File: config.mk
export PLATFORM = sky130hd
export DESIGN_NAME = alu_cmd_ctrl
export DESIGN_NICKNAME = d
export VERILOG_FILES = /design/src/rtl/alu_cmd_ctrl.sv
export SDC_FILE = /design/constraint.sdc
export NUM_CORES = 1
export LEC_CHECK = 0
export BUFFER_PORTS_ARGS = -buffer_cell sky130_fd_sc_hd__buf_4
export CAP_MARGIN = 20
export CORE_AREA = 2 2 143 89
export DETAILED_ROUTE_END_ITERATION = 10
export DIE_AREA = 0 0 145 91
export GPL_TIMING_DRIVEN = 0
export PLACE_DENSITY = 0.72
export SYNTH_ARGS = -nofsm -noshare
export SYNTH_HDL_FRONTEND = slang
export SYNTH_SLANG_ARGS = --single-unit
File: constraint.sdc
create_clock -name clk -period 4.9 [get_ports clk]
set_input_delay 0.98 -clock clk [delete_from_list [all_inputs] [get_ports clk]]
set_output_delay 0.98 -clock clk [all_outputs]
set_load 0.01 [all_outputs]
File: src/rtl/alu_cmd_ctrl.sv
// Initiator-side controller for the 8-bit combinational ALU: it buffers commands
// in a FIFO, drives each one onto the ALU for a single enable cycle, and returns the tagged result.
module alu_cmd_ctrl #(
  parameter int DEPTH = 4,
  parameter int PTR_W = 2
) (
  input  logic             clk,
  input  logic             rst_n,
  input  logic             cmd_valid,
  output logic             cmd_ready,
  input  logic [7:0]       cmd_a,
  input  logic [7:0]       cmd_b,
  input  logic [3:0]       cmd_sel,
  input  logic [3:0]       cmd_tag,
  output logic [7:0]       alu_a,
  output logic [7:0]       alu_b,
  output logic [3:0]       alu_sel,
  output logic             alu_en,
  input  logic [15:0]      alu_out,
  output logic             rsp_valid,
  input  logic             rsp_ready,
  output logic [15:0]      rsp_data,
  output logic [3:0]       rsp_tag,
  output logic             rsp_err,
  output logic             busy,
  output logic [PTR_W:0]   cmd_count
);

  typedef enum logic [1:0] {IDLE, DRIVE, RESP} state_e;

  state_e state_q, state_d;

  logic [7:0]       mem_a_q   [DEPTH];
  logic [7:0]       mem_b_q   [DEPTH];
  logic [3:0]       mem_sel_q [DEPTH];
  logic [3:0]       mem_tag_q [DEPTH];
  logic [PTR_W-1:0] wr_ptr_q, rd_ptr_q;
  logic [PTR_W:0]   count_q;

  logic [7:0]  alu_a_q, alu_b_q;
  logic [3:0]  alu_sel_q, tag_q;
  logic        alu_en_q, err_q;
  logic        rsp_valid_q, rsp_err_q;
  logic [15:0] rsp_data_q;
  logic [3:0]  rsp_tag_q;

  logic push, pop, head_err, rsp_hs;

  assign cmd_ready = (count_q < (PTR_W+1)'(DEPTH));
  assign push      = cmd_valid && cmd_ready;
  assign rsp_hs    = rsp_valid_q && rsp_ready;
  assign head_err  = ((mem_sel_q[rd_ptr_q] == 4'd3) || (mem_sel_q[rd_ptr_q] == 4'd15))
                     && (mem_b_q[rd_ptr_q] == 8'd0);

  always_comb begin
    state_d = state_q;
    pop     = 1'b0;
    case (state_q)
      IDLE: begin
        if (count_q != '0) begin
          pop     = 1'b1;
          state_d = DRIVE;
        end
      end
      DRIVE: state_d = RESP;
      RESP: begin
        if (rsp_hs) begin
          if (count_q != '0) begin
            pop     = 1'b1;
            state_d = DRIVE;
          end else begin
            state_d = IDLE;
          end
        end
      end
      default: state_d = IDLE;
    endcase
  end

  always_ff @(posedge clk or negedge rst_n) begin
    if (!rst_n) state_q <= IDLE;
    else        state_q <= state_d;
  end

  always_ff @(posedge clk or negedge rst_n) begin
    if (!rst_n) begin
      for (int unsigned i = 0; i < DEPTH; i++) begin
        mem_a_q[i]   <= '0;
        mem_b_q[i]   <= '0;
        mem_sel_q[i] <= '0;
        mem_tag_q[i] <= '0;
      end
      wr_ptr_q <= '0;
      rd_ptr_q <= '0;
      count_q  <= '0;
    end else begin
      if (push) begin
        mem_a_q[wr_ptr_q]   <= cmd_a;
        mem_b_q[wr_ptr_q]   <= cmd_b;
        mem_sel_q[wr_ptr_q] <= cmd_sel;
        mem_tag_q[wr_ptr_q] <= cmd_tag;
        wr_ptr_q            <= wr_ptr_q + PTR_W'(1);
      end
      if (pop) rd_ptr_q <= rd_ptr_q + PTR_W'(1);
      case ({push, pop})
        2'b10:   count_q <= count_q + 1'b1;
        2'b01:   count_q <= count_q - 1'b1;
        default: count_q <= count_q;
      endcase
    end
  end

  // Response is captured at the end of the DRIVE cycle; err masks whatever the ALU
  // produced for a zero divisor so an undefined result never leaves this block.
  always_ff @(posedge clk or negedge rst_n) begin
    if (!rst_n) begin
      alu_a_q     <= '0;
      alu_b_q     <= '0;
      alu_sel_q   <= '0;
      alu_en_q    <= 1'b0;
      tag_q       <= '0;
      err_q       <= 1'b0;
      rsp_valid_q <= 1'b0;
      rsp_data_q  <= '0;
      rsp_tag_q   <= '0;
      rsp_err_q   <= 1'b0;
    end else begin
      alu_en_q <= pop;
      if (pop) begin
        alu_a_q   <= mem_a_q[rd_ptr_q];
        alu_b_q   <= mem_b_q[rd_ptr_q];
        alu_sel_q <= mem_sel_q[rd_ptr_q];
        tag_q     <= mem_tag_q[rd_ptr_q];
        err_q     <= head_err;
      end
      if (state_q == DRIVE) begin
        rsp_valid_q <= 1'b1;
        rsp_data_q  <= err_q ? 16'h0000 : alu_out;
        rsp_tag_q   <= tag_q;
        rsp_err_q   <= err_q;
      end else if (rsp_hs) begin
        rsp_valid_q <= 1'b0;
      end
    end
  end

  assign alu_a     = alu_a_q;
  assign alu_b     = alu_b_q;
  assign alu_sel   = alu_sel_q;
  assign alu_en    = alu_en_q;
  assign rsp_valid = rsp_valid_q;
  assign rsp_data  = rsp_data_q;
  assign rsp_tag   = rsp_tag_q;
  assign rsp_err   = rsp_err_q;
  assign cmd_count = count_q;
  assign busy      = (count_q != '0) || (state_q != IDLE);

endmodule

Word-level counts from Yosys, hierarchy flattened:

Index checks and enable logic that the tools add are counted.

* flip-flop bits (word level): 153
* input bits: 44
* output and inout port bits: 48
* logic and storage cells: 92

* $add $sub $neg: 4
* $lt $le $gt $ge: 4
* equality and inequality tests: 8
* muxes and demuxes: 31
* bitwise operators: 2
* reductions and logical operators: 13

Operators by type and width (count)
* 32-bit bitwise mux: 2
* 8-bit 2-to-1 mux: 5
* 8-bit binary-select mux with 2-bit select: 2
* 16-bit bitwise mux: 2
* 4-bit 2-to-1 mux: 5
* 4-bit binary-select mux with 2-bit select: 2
* 8-bit demux with 2-bit select: 1
* 16-bit 2-to-1 mux: 1
* 4-bit demux with 2-bit select: 1
* 8-bit logical NOT: 1
* 3-bit greater-or-equal comparator (second input constant): 2
* 2-bit NOT with 3-bit output: 2
* 2-bit one-hot mux with 3 select lines: 1
* 3-bit one-hot mux with 2 select lines: 1
* 2-bit nonzero test: 3
* 1-bit 2-to-1 mux: 5
* 2-bit by 1-bit adder with 2-bit output (second input constant): 2
* 2-bit by 1-bit == test with 1-bit output (second input constant): 2
* 2-bit == test (second input constant): 2
* 4-bit by 2-bit == test with 1-bit output (second input constant): 1
* 4-bit == test (second input constant): 1
* 1-bit logical AND: 4
* 2-bit 2-to-1 mux: 2
* 2-bit inequality test (second input constant): 2
* other kinds (9): 10

Longest topological paths before layout:

Gate-level depths: netlist of run 1.

* word-level depth: 7
* gate-level depth with buffers: 10
* depth with buffers taken out: 8

Worst setup path after synthesis of run 1:

Ideal clock, no wire load.

* path type: input to register
* start point: in rsp_ready
* end point: reg count_q[2] (netlist: cmd_count[2])
* setup time: 0.080 ns
* arrival time: 3.057 ns
* data required time: 4.820 ns
* setup slack: 1.763 ns
* stages on the path: 10
* buffers on the path: 2
* cells stage by stage: nand2_1 -> a211oi_1 -> clkbuf_1 -> clkbuf_1 -> ha_1 -> inv_1 -> fa_1 -> xor2_1 -> nor2_1 -> xnor2_1

* word-level cells in the longest chain between the ends: 5
* elaborated cells on any way between the ends: 7
* classes of those cells: 2 x eq/ne; 3 x mux; 2 x reduce/logical

RTL lines
* from (decl): RTL line 21 `input logic rsp_ready,`
* 1-bit logical AND *: RTL line 51 `assign rsp_hs = rsp_valid_q && rsp_ready;`
* 1-bit 2-to-1 mux *: RTL line 67 `if (rsp_hs) begin`
* 1-bit one-hot mux with 2 select lines *: RTL line 58 `case (state_q)`
* via pop: RTL line 47 `logic push, pop, head_err, rsp_hs;`
* 2-bit by 1-bit == test with 1-bit output or 2-bit == test (tied branches): RTL line 105 `case ({push, pop})`
* 3-bit one-hot mux with 2 select lines or 2-bit nonzero test (tied branches)
* to (signal assigned): RTL line 106 `2'b10: count_q <= count_q + 1'b1;`
* to (signal assigned): RTL line 107 `2'b01: count_q <= count_q - 1'b1;`
* to (signal assigned): RTL line 108 `default: count_q <= count_q;`
* to (decl): RTL line 38 `logic [PTR_W:0] count_q;`

Mark *: on every way through the listed nets, which the timed path passes. The rest lies on a longest branch.
A chain may end at the register's enable or synchronous reset.

Worst setup path after layout of run 1:

Ends and elaborated chain as after synthesis.

==> results.md, run 1 <==
* Outcome: completed
* First-pass GRT wire length at 21.8 mm
* RR Startpoint: cmd_count[0]
* Synth cell types at 26
* Mapped Avg Cell Area at between 15 and 20 sq um
* Initial antenna violation count at 0
* IO Port Bufs at 91
* Die Y at 91 microns
* Number of diodes at 0
* Effective utilization at floorplan at a little over half
* Slew HR at between 40% and 50%
* Synth warnings at 0
* Vias in the first global route at just over 4000
* Share of the synthesized area in the top cell type at ~60%
* Final hold violation count at 0
* Sequential element share of the synthesized area at between 50% and 60%
* WHS Path Cells at 2
* Worst setup EP type: flip-flop
* Number of hold buffers added after CTS at 0
* Synthesized area at ~0.0064 sq mm
* Vias per Instance at approximately 5.4
* # fillers at 850
* Pwr dens at between 700 and 800 mW/mm^2
* WHS at a little under 0.5 ns
* Achievable frequency at 277 MHz
* Slew Limit Fails at 0
* Routed wire length at about 13 mm
* DP Worst Slack at a little over 0.9 ns
* CTS root buffer: clkbuf_16
* Clk sink count at around 150
* Dpl cells at 678
* CP startpoint: rsp_ready
* RSZ-0062 raised after global routing: no
* CP required at about 5.2 ns
* Top-count cell post-synth: dfrtp_1
* Worst hold path startpoint: rsp_data[11]
* Min Tclk post-route at around 3.6 ns
* Worst Tran Pin Value at about 0.86 ns
* Chip width at about 150 microns
* Crit path launch type: input port
* Post-Layout Cell Count at just over 700
* Clock Pin Slew Worst Setup and Hold Paths at roughly 0.06 ns
* Core area at between 0.01 and 0.015 sq mm
* Nets@finish at between 500 and 600
* Critical path class: input port to flip-flop
* Setup violators final at 0
* Htree depth at 4
* Total CTS buffers at 17
* DRC violations left at 0
* FF-to-FF End: cmd_count[2]
* Pin count of the biggest net entering global routing at 85
* Via count at between 3000 and 4000
* Post-synth EDFFs at 0
* Post-synth top cells: dfrtp_1, mux2_2, nand2_1
* Resize count post-CTS at 0
* DRT Pass-1 Iters at 4
* Clk_lat worst skew at 0.42 ns
* DR WL/cell at between 15 and 20 microns
* 1st-iter DRT viols at 171
* Io pins at 92
* Period Utilization, post-route at between 70% and 80%
* Design Power at around 5.8 mW
* Sum Neg Setup Slack at 0 ns
* Floorplan row count at 31
* Placer Congestion at between 0.7 and 0.8
* Post-CTS Setup Bufs at 0
* Ranking of synthesized cells by area: dfrtp_1, mux2_2, mux4_2
* Yosys top cell by area: dfrtp_1
* Hold Crit Class: flip-flop to flip-flop
* Layout cells sized above 1 at roughly 50%
* Tot GR Track Use at 21.7%
* End point of the critical path: cmd_count[2]
* Seq cells post-synth at 153
* Maximum clock path buffer count at 2
* DIE AREA at 0.0132 sq mm
* Area growth, synth to finish at 23.9%
* CP Max Fanout at 11
* Worst VDD drop at around 0.38 mV
* Overflow left after global routing at 0
* Flop2flop setup slack at roughly 1.5 ns
* Final Worst Setup Slack at 1.30 ns
* Synth Net Count at about 470
* CTS tree: built
* Top FF cell, synth: dfrtp_1
* Async SR Flop Fraction at 100%
* Reg2reg path depth at 10
* LEAKAGE at between 3 and 4 nW
* Worst EP arrival at slightly below 4 ns
* ANT nets after route at 0
* Mapped Cells at roughly 420
* Post-Route Skew at 0.00576 ns
* Final HPWL DP at between 8 and 9 mm
* Max-cap violations at 0
## registers in the layout, summed over array words and instances (netlist names), 3 cells and up
name	count
mem_a_q	32
mem_sel_q	16
alu_b	8
tag_q	4
mem_b_q	32
alu_sel	4
rsp_tag	4
rsp_data	16
alu_a	8
cmd_count	3
mem_tag_q	16
## report_power, final
group | switching [mW] | total (mW) | leakage [nW] | internal [mW]
Sequential | 0.326 | 2.24 | 1.85 | 1.91
Clock | 0.505 | 1.35 | 0.294 | 0.843
Combinational | 0.963 | 2.25 | 1.49 | 1.29
Total | 1.79 | 5.84 | 3.63 | 4.04
## cells by family (layout without fill, tap and decap cells)
logic type | Yosys count | count (layout) | share of synthesized area, %
flops | 153 | 153 | 59.8
mux | 149 | 149 | 30.6
xor+xnor | 7 | 7 | 0.958
fa+ha+maj | 6 | 6 | 1.29
simple gates | 51 | 51 | 3.29
buf+inv | 32 | 155 | 2.03
compound gates | 23 | 23 | 1.99
## cell usage in the layout, fill, tap and decap left out
cell        netlist  final
dfrtp_1         153    153
mux2_2          124    124
buf_4             0     90
nand2_1          42     42
mux4_2           21     21
o21ai_0          20     20
clkbuf_16         0     17
clkbuf_1         16     16
inv_1             8      8
clkinv_2          0      6
xnor2_1           5      5
ha_1              5      5
buf_1             4      4
bufinv_16         0      4
nor2_1            3      3
mux4_1            3      3
clkinvlp_4        0      3
a211oi_1          2      2
buf_6             1      2
buf_2             2      2
xor2_1            2      2
nor3_1            1      1
nor2b_1           1      1
mux2i_1           1      1
nand2b_1          1      1
clkinv_1          1      1
nand4_1           1      1
or4_1             1      1
or4b_1            1      1
o22ai_2           1      1
fa_1              1      1
clkinv_4          0      1
buf_16            0      1
## critical path: stages
cell,delay [ns]
buf_4,0.09
nand2_1,0.09
a211oi_1,0.33
clkbuf_1,0.59
clkbuf_1,0.69
ha_1,0.32
inv_1,0.06
fa_1,0.37
xor2_1,0.15
nor2_1,0.13
xnor2_1,0.13
## routing by layer
| layer | routed length [microns] | global-route usage [%] | share of wire [%] |
|---|---|---|---|
| met2 | 5910 | 32.0 | 45 |
| met5 | 0 | 0 | 0 |
| met1 | 6360 | 31.2 | 48 |
| met3 | 839 | 7.14 | 6.3 |
| met4 | 122 | 5.86 | 0.92 |
## through the flow
| step | area [sq um] | util [%] |
|---|---|---|
| after global routing | 7930 | 67.0 |
| after global placement | 7290 | 61.6 |
| after CTS | 7930 | 67.0 |
| final | 7930 | 67.0 |
| after floorplan | 6400 | - |
| after detailed placement | 7320 | 61.9 |
## how the worst min path moves through the flow
stage	to	slack (ns)
after floorplan	state_q[0]	0.47
after global placement	rsp_data[11]	0.46
after detailed placement	rsp_data[11]	0.47
after CTS	rsp_data[11]	0.49
after global routing	rsp_data[11]	0.51
final	rsp_data[11]	0.48
## cell type report
class / count / area (sq um) / area share [%]
Inverter: 9 / 33.8 / 0.426
Tap cell: 165 / 206 / 2.60
Multi-Input combinational cell: 236 / 2440 / 30.8
Sequential cell: 153 / 3830 / 48.3
Buffer: 23 / 96.3 / 1.22
Clock inverter: 14 / 181 / 2.29
Timing Repair Buffer: 92 / 714 / 9.01
Clock buffer: 17 / 425 / 5.37
(Power assumes the default switching activity.)
==> inputs of run 2 (changes only) <==
--- a/config.mk
+++ b/config.mk
@@ -5,13 +5,14 @@
 export SDC_FILE = /design/constraint.sdc
 export NUM_CORES = 1
 export LEC_CHECK = 0
+export ABC_AREA = 1
 export BUFFER_PORTS_ARGS = -buffer_cell sky130_fd_sc_hd__buf_4
 export CAP_MARGIN = 20
 export CORE_AREA = 2 2 143 89
 export DETAILED_ROUTE_END_ITERATION = 10
 export DIE_AREA = 0 0 145 91
 export GPL_TIMING_DRIVEN = 0
-export PLACE_DENSITY = 0.72
+export PLACE_DENSITY = 0.73
 export SYNTH_ARGS = -nofsm -noshare
 export SYNTH_HDL_FRONTEND = slang
 export SYNTH_SLANG_ARGS = --single-unit
==> constraint.sdc (replaced) <==
create_clock -name clk -period 3.35 [get_ports clk]
set_input_delay 0.67 -clock clk [delete_from_list [all_inputs] [get_ports clk]]
set_output_delay 0.67 -clock clk [all_outputs]
set_load 0.01 [all_outputs]
==> run 2 against run 1 <==
Effect of this change: core utilization rose by 0.82 points; setup slack got worse by 0.37 ns; clock skew rose by 0.0050 ns; critical path depth fell by 1; final cell count rose by 43%; register-to-register slack got worse by 0.61 ns; highest routed layer unchanged; global-route usage rose by 6.6 points; combinational power rose by 55%; critical path type is now flip-flop to flip-flop; final area rose by 1.2%; critical endpoint unchanged; largest power group unchanged; first-iteration DRC count rose to 3.2 times the previous value; count of clock-buffer cells in the layout rose by 1; sequential share of layout area fell by 0.59 points.
==> results.md, run 2 <==
* RSZ-0062 raised after global routing: no
* Vias per Instance at 5.50 (+1.4%)
* Sequential power share at 36.5% (-1.8 points)
* CP required at 3.65 ns (-1.59 ns)
* Floorplan row count at 31 (unchanged)
* Synth warnings at 0 (unchanged)
* Chip width at 145 microns (unchanged)
* Internal power at 5.33 mW (+32%)
* Clk_lat worst skew at 0.43 ns (about the same)
* Effective utilization at floorplan at 54.7% (+0.58 points)
* Slew HR at 50.9% (+8.2 points)
* Sw Pwr at 3.40 mW (+90%)
* Pwr dens at 1090 mW/mm^2 (+48%)
* Yosys top cell by area: dfrtp_1
* Nets@finish at 889 (+53%)
* Total CTS buffers at 17 (unchanged)
* Flop2flop setup slack at 0.92 ns (-0.61 ns)
* Worst EP arrival at 2.73 ns (-1.22 ns)
* Post-Layout Cell Count at 1017 (+43%)
* Resize count post-CTS at 0 (unchanged)
* Switching share of total power at 39.0% (+8.2 points)
* Crit path launch type: flip-flop
* DR WL/cell at 17.4 microns (-6.8%)
* Top FF cell, synth: dfrtp_1
* Core area at 0.0118 sq mm (unchanged)
* Reg2reg path depth at 10 (unchanged)
* Top-count cell post-synth: nand2_1
* Layout cells sized above 1 at 19.1% (-31 points)
* CP startpoint: state_q[1]
* Max-cap violations at 0 (unchanged)
* Logic gate share of total power at 39.9% (+1.3 points)
* LEAKAGE at 4.04 nW (+11%)
* Post-Route Skew at 0.0108 ns (+0.00501 ns)
* First-pass GRT wire length at 28.6 mm (+31%)
* CP Max Fanout at 11 (unchanged)
* Pin count of the biggest net entering global routing at 81 (-4.7%)
* Ranking of synthesized cells by area: dfrtp_1, nand2_1, o21ai_0
* Clk sink count at 153 (unchanged)
* DRT Pass-1 Iters at 5 (+1)
* Synthesized area at 0.00647 sq mm (+1.1%)
* Overflow left after global routing at 0 (unchanged)
* RR Startpoint: state_q[1]
* Number of diodes at 0 (unchanged)
* Commonest non-fill, non-tap cell in the layout: nand2_1
* Async SR Flop Fraction at 100% (unchanged)
* Mapped Avg Cell Area at 8.88 sq um (-42%)
* Hold Crit Class: input port to async pin
* Critical path class: flip-flop to flip-flop
* CTS root buffer: clkbuf_16
* Final hold violation count at 0 (unchanged)
* Post-DP Area at 0.00739 sq mm (+0.94%)
* Final HPWL DP at 12.1 mm (+35%)
* Post-route cell area at 0.00802 sq mm (+1.2%)
* Mapped Cells at 728 (+73%)
* Sum Neg Setup Slack at 0 ns (unchanged)
* Post-synth top cells: nand2_1, dfrtp_1, o21ai_0
* Area growth, synth to finish at 24.1%
* Io pins at 92 (unchanged)
* # fillers at 949 (+12%)
* Worst setup EP type: flip-flop
* Clock Pin Slew Worst Setup and Hold Paths at 0.06 ns (about the same)
* 1st-iter DRT viols at 555 (+220%)
* CTS tree: built
* Synth Net Count at 778 (+65%)
* Largest regs: mem_a_q: 32 flops, mem_b_q: 32 flops
* Worst VDD drop at 0.573 mV (+53%)
* ANT nets after route at 0 (unchanged)
* Vias in the first global route at 5480 (+36%)
* Share of the synthesized area in the top cell type at 59.2% (-0.64 points)
* Post-CTS Setup Bufs at 0 (unchanged)
* DRC violations left at 0 (unchanged)
* Die Y at 91 microns (unchanged)
* Tot GR Track Use at 28.3% (+6.6 points)
* Htree depth at 4 (unchanged)
* Sequential element share of the synthesized area at 59.2% (-0.64 points)
* Maximum clock path buffer count at 2 (unchanged)
* Achievable frequency at between 400 and 500 MHz
* FF-to-FF End: cmd_count[2]
* Synth cell types at 21 (-19%)
* Highest-count cells in the layout ignoring fill and taps: nand2_1, dfrtp_1, o21ai_0, buf_4, nor2_1
* Via count at 5592 (+46%)
* DIE AREA at 0.0132 sq mm (unchanged)
* IO Port Bufs at 91 (unchanged)
* Number of hold buffers added after CTS at 0 (unchanged)
* Finished Core Util at 67.8% (+0.82 points)
* Min Tclk post-route at between 2 and 2.5 ns
* Setup violators final at 0 (unchanged)
* Worst Tran Pin Value at 0.737 ns (-0.123 ns)
* Slew Limit Fails at 0 (unchanged)
* Placer Congestion at 0.869 (+20%)
* Dpl cells at 985 (+45%)
* Outcome: completed
* Period Utilization, post-route at between 70 and 80%
* Initial antenna violation count at 0 (unchanged)
* Seq cells post-synth at 153 (unchanged)
* Post-synth EDFFs at 0 (unchanged)
* Share of total power in the clock network at 23.6% (+0.5 points)
* Routed wire length at 17.7 mm (+34%)
run 2: cell families after synthesis:
group                      share of synthesized area, %
AOI/OAI and AO/OA                                  14.7
DFF                                                59.2
adders and majority gates                          1.28
xor gates and xnor gates                          0.542
buffers and inverters                              6.66
and+or+nand+nor                                    17.7
run 2: cell type report:
type                            instances  area, sq um  share of cell area, %
Clock buffer                           18          439                   5.47
Clock inverter                         14          196                   2.45
Buffer                                 43          224                   2.79
Sequential cell                       153         3830                   47.7
Tap cell                              165          206                   2.57
Inverter                               55          206                   2.57
Timing Repair Buffer                   92          714                   8.90
Multi-Input combinational cell        477         2210                   27.5
run 2: how the worst max path moves through the flow:
stage	slack, ns	depth (start not counted)	endpoint
after floorplan	1.04	11	cmd_count[2]
after global placement	0.64	12	cmd_count[2]
after detailed placement	0.58	12	cmd_count[2]
after CTS	0.96	11	cmd_count[2]
after global routing	0.70	11	cmd_count[2]
final	0.92	10	cmd_count[2]
run 2: metal layers:
| metal | wire length, microns | track usage (%) | part of all wire [%] |
|---|---|---|---|
| met4 | 310 | 9.74 | 1.8 |
| met2 | 7860 | 41.9 | 44 |
| met3 | 1390 | 7.24 | 7.9 |
| met5 | 0 | 0 | 0 |
| met1 | 8120 | 40.9 | 46 |
run 2: critical path, stage by stage (launching register included):
cell     delay [ns]
dfrtp_1        0.40
a21oi_1        0.19
nand2_1        0.18
inv_2          0.12
buf_2          0.33
ha_1           0.22
inv_1          0.07
fa_1           0.37
a21oi_1        0.16
o21ai_0        0.11
xor2_1         0.15
run 2: power groups by stage:
stage,clock network [mW],registers [mW],logic (mW)
2_1_floorplan,0,3.21,2.04
5_1_grt,2.16,3.28,3.88
6_report,2.06,3.19,3.49
4_1_cts,2.07,3.18,3.46
3_5_place_dp,0,3.19,3.42
3_3_place_gp,0,3.15,3.29
run 2: through the flow:
stage / hold slack [ns] / power (mW) / worst slack, ns
2_1_floorplan: 0.374 / 5.25 / 1.04
3_3_place_gp: 0.456 / 6.43 / 0.638
3_5_place_dp: 0.468 / 6.62 / 0.582
4_1_cts: 0.319 / 8.70 / 0.957
5_1_grt: 0.346 / 9.33 / 0.702
6_report: 0.274 / 8.73 / 0.921
==> inputs of run 3 (changes only) <==
==> config.mk (replaced) <==
export PLATFORM = sky130hd
export DESIGN_NAME = alu_cmd_ctrl
export DESIGN_NICKNAME = d
export VERILOG_FILES = /design/src/rtl/alu_cmd_ctrl.sv
export SDC_FILE = /design/constraint.sdc
export NUM_CORES = 1
export LEC_CHECK = 0
export ABC_AREA = 0
export BUFFER_PORTS_ARGS = -buffer_cell sky130_fd_sc_hd__buf_4
export CAP_MARGIN = 20
export CORE_AREA = 2 2 148 92
export DETAILED_ROUTE_END_ITERATION = 10
export DIE_AREA = 0 0 150 94
export GPL_TIMING_DRIVEN = 0
export PLACE_DENSITY = 0.7
export SYNTH_ARGS = -nofsm -noshare
export SYNTH_HDL_FRONTEND = slang
export SYNTH_SLANG_ARGS = --single-unit
==> constraint.sdc (replaced) <==
create_clock -name clk -period 1.95 [get_ports clk]
set_input_delay 0.39 -clock clk [delete_from_list [all_inputs] [get_ports clk]]
set_output_delay 0.39 -clock clk [all_outputs]
set_load 0.01 [all_outputs]
==> run 3 against run 2 <==
Effect of this change: the flow now finishes with violations (setup timing); first-iteration DRC count is 69% lower; critical path depth is 5 lower; maximum frequency is 11% higher; clock power is 72% higher; final area is 2.1% higher; combinational power is 77% higher; register-to-register slack worse by 1.2 ns; die area is 6.9% higher; global-route usage is 7.7 points lower; clock skew is 0.0027 ns lower; non-clock buffer count is 5 lower.
==> results.md, run 3 (synthesis gave the netlist of run 1 again) <==
* LEAKAGE at 3.77 nW (-6.7%)
* Chip width at 150 microns (+3.4%)
* Via count at 3915 (-30%)
* Final HPWL DP at 8.98 mm (-26%)
* DIE AREA at 0.0141 sq mm (+6.9%)
* # fillers at 920 (-3.1%)
* Number of diodes at 0 (unchanged)
* Commonest non-fill, non-tap cell in the layout: dfrtp_1
* Vias in the first global route at 4172 (-24%)
* Post-Layout Cell Count at 729 (-28%)
* Clk sink count at 153 (unchanged)
* Post-Route Skew at 0.00808 ns (-0.00268 ns)
* Reg2reg path depth at 5 (-5)
* Slew Limit Fails at 0 (unchanged)
* Io pins at 92 (unchanged)
* Period Utilization, post-route at 112% (+40 points)
* Total CTS buffers at 17 (unchanged)
* Largest regs: mem_a_q: 32 flops, mem_b_q: 32 flops
* Hold EP: rsp_valid
* CP required at 2.29 ns (-1.36 ns)
* IO Port Bufs at 91 (unchanged)
* Die Y at 94 microns (+3.3%)
* DR WL/cell at 18.3 microns (+5.5%)
* Core area at 0.0127 sq mm (+6.9%)
* Flop2flop setup slack at -0.24 ns (-1.16 ns)
* WHS Path Cells at 2
* Highest-count cells in the layout ignoring fill and taps: dfrtp_1, mux2_2, buf_4, nand2_1, mux4_2
* Nets@finish at 597 (-33%)
* Area growth, synth to finish at 28.0%
* Pwr dens at 1870 mW/mm^2 (+72%)
* Critical path class: flip-flop to flip-flop
* Tot GR Track Use at 20.6% (-7.7 points)
* Clock Pin Slew Worst Setup and Hold Paths at 0.06 ns (about the same)
* Worst EP arrival at 2.53 ns (-0.20 ns)
* Initial antenna violation count at 0 (unchanged)
* Final hold violation count at 0 (unchanged)
* FF+latch area at 0.00383 sq mm (unchanged)
* First-pass GRT wire length at 21.8 mm (-24%)
* Achievable frequency at 457 MHz (+11%)
* Dpl cells at 683 (-31%)
* Min Tclk post-route at 2.19 ns (-0.240 ns)
* CP Max Fanout at 7 (-4)
* Worst Tran Pin Value at 0.567 ns (-0.170 ns)
* Layout cells sized above 1 at 55.8% (+37 points)
* Routed wire length at 13.4 mm (-24%)
* Worst setup EP type: flip-flop
* Maximum clock path buffer count at 2 (unchanged)
* Hold Crit Class: input port to flip-flop
* Failing checks: setup timing
* DRT Pass-1 Iters at 5 (unchanged)
* Htree depth at 4 (unchanged)
* CTS tree: built
* Clk_lat worst skew at 0.41 ns (-0.02 ns)
* RR Startpoint: rd_ptr_q[0]
* Overflow left after global routing at 0 (unchanged)
* Effective utilization at floorplan at 50.6% (-4.1 points)
* ANT nets after route at 0 (unchanged)
* Worst hold path startpoint: rsp_ready
* Outcome: finished with violations
* Setup violators final at 10 (+10)
* Crit path launch type: flip-flop
* FF-to-FF End: err_q
* RSZ-0062 raised after global routing: yes
* 1st-iter DRT viols at 170 (-69%)
* CTS root buffer: clkbuf_16
* Floorplan row count at 32 (+3.2%)
* Pin count of the biggest net entering global routing at 95 (+17%)
* DRC violations left at 0 (unchanged)
* Finished Core Util at 64.7% (-3.1 points)
* Slew HR at 62.2% (+11 points)
* Max-cap violations at 0 (unchanged)
* Worst VDD drop at 1.03 mV (+80%)
* Area of the multi-input gates at 0.00248 sq mm (+13%)
* Placer Congestion at 0.749 (-14%)
* Final Worst Setup Slack at -0.239 ns (-1.16 ns)
* Vias per Instance at 5.37 (-2.3%)
run 3: worst max-delay path by stage:
stage / endpoint / cells past startpoint / startpoint
2_1_floorplan: err_q / 5 / rd_ptr_q[0]
3_3_place_gp: alu_a[2] / 5 / rd_ptr_q[1]
3_5_place_dp: alu_a[5] / 5 / rd_ptr_q[1]
4_1_cts: err_q / 5 / rd_ptr_q[0]
5_1_grt: err_q / 5 / rd_ptr_q[0]
6_report: err_q / 5 / rd_ptr_q[0]
run 3: worst max-delay path, stage by stage (launching register included):
cell	delay (ns)
dfrtp_1	0.34
buf_6	0.14
mux4_2	0.51
or4_4	0.55
or4b_4	0.49
o22ai_2	0.09
run 3: per-layer routing:
layer  track usage [%]  wire, microns  vias up
li1                  -              -     1765
met1              28.4           6360     2033
met2              32.4           6010      102
met3              5.39            878       15
met4              6.13            125        0
met5                 0              0        -
run 3: layout make-up:
class                   instances  area share [%]
clock buffers                  21            5.74
inverters                       9           0.412
clock inverters                10            2.03
repair buffers                109            10.4
multi-input cells             236            30.3
flip-flops and latches        153            46.7
plain buffers                  21            1.73
well taps                     170            2.60
run 3: timing repair:
item / 4_1_cts / 5_1_grt
gates resized for setup: 16 / 26
pin swaps: 3 / 7
endpoints found under the setup margin: 105 / 38
setup buffers: 9 / 7
hold buffers: 1 / 0
endpoints found under the hold margin: 59 / 0
run 3: through the flow:
stage / power [mW] / setup slack, ns / TNS, ns / hold WS [ns] / instance area [sq um]
after floorplan: 9.51 / -0.144 / -0.250 / 0.0944 / 6450
after global placement: 11.2 / -0.475 / -63.43 / 0.465 / 7350
after detailed placement: 11.5 / -0.523 / -35.53 / 0.401 / 7380
after CTS: 15.3 / -0.251 / -1.52 / 0.190 / 8120
after global routing: 16.3 / -0.316 / -2.48 / 0.219 / 8190
final: 15.4 / -0.239 / -1.06 / 0.207 / 8190
run 3: where the power goes:
group | internal (mW) | switching [mW]
sequential | 4.80 | 0.850
clock | 2.25 | 1.30
combinational | 3.66 | 2.50
total | 10.7 | 4.64
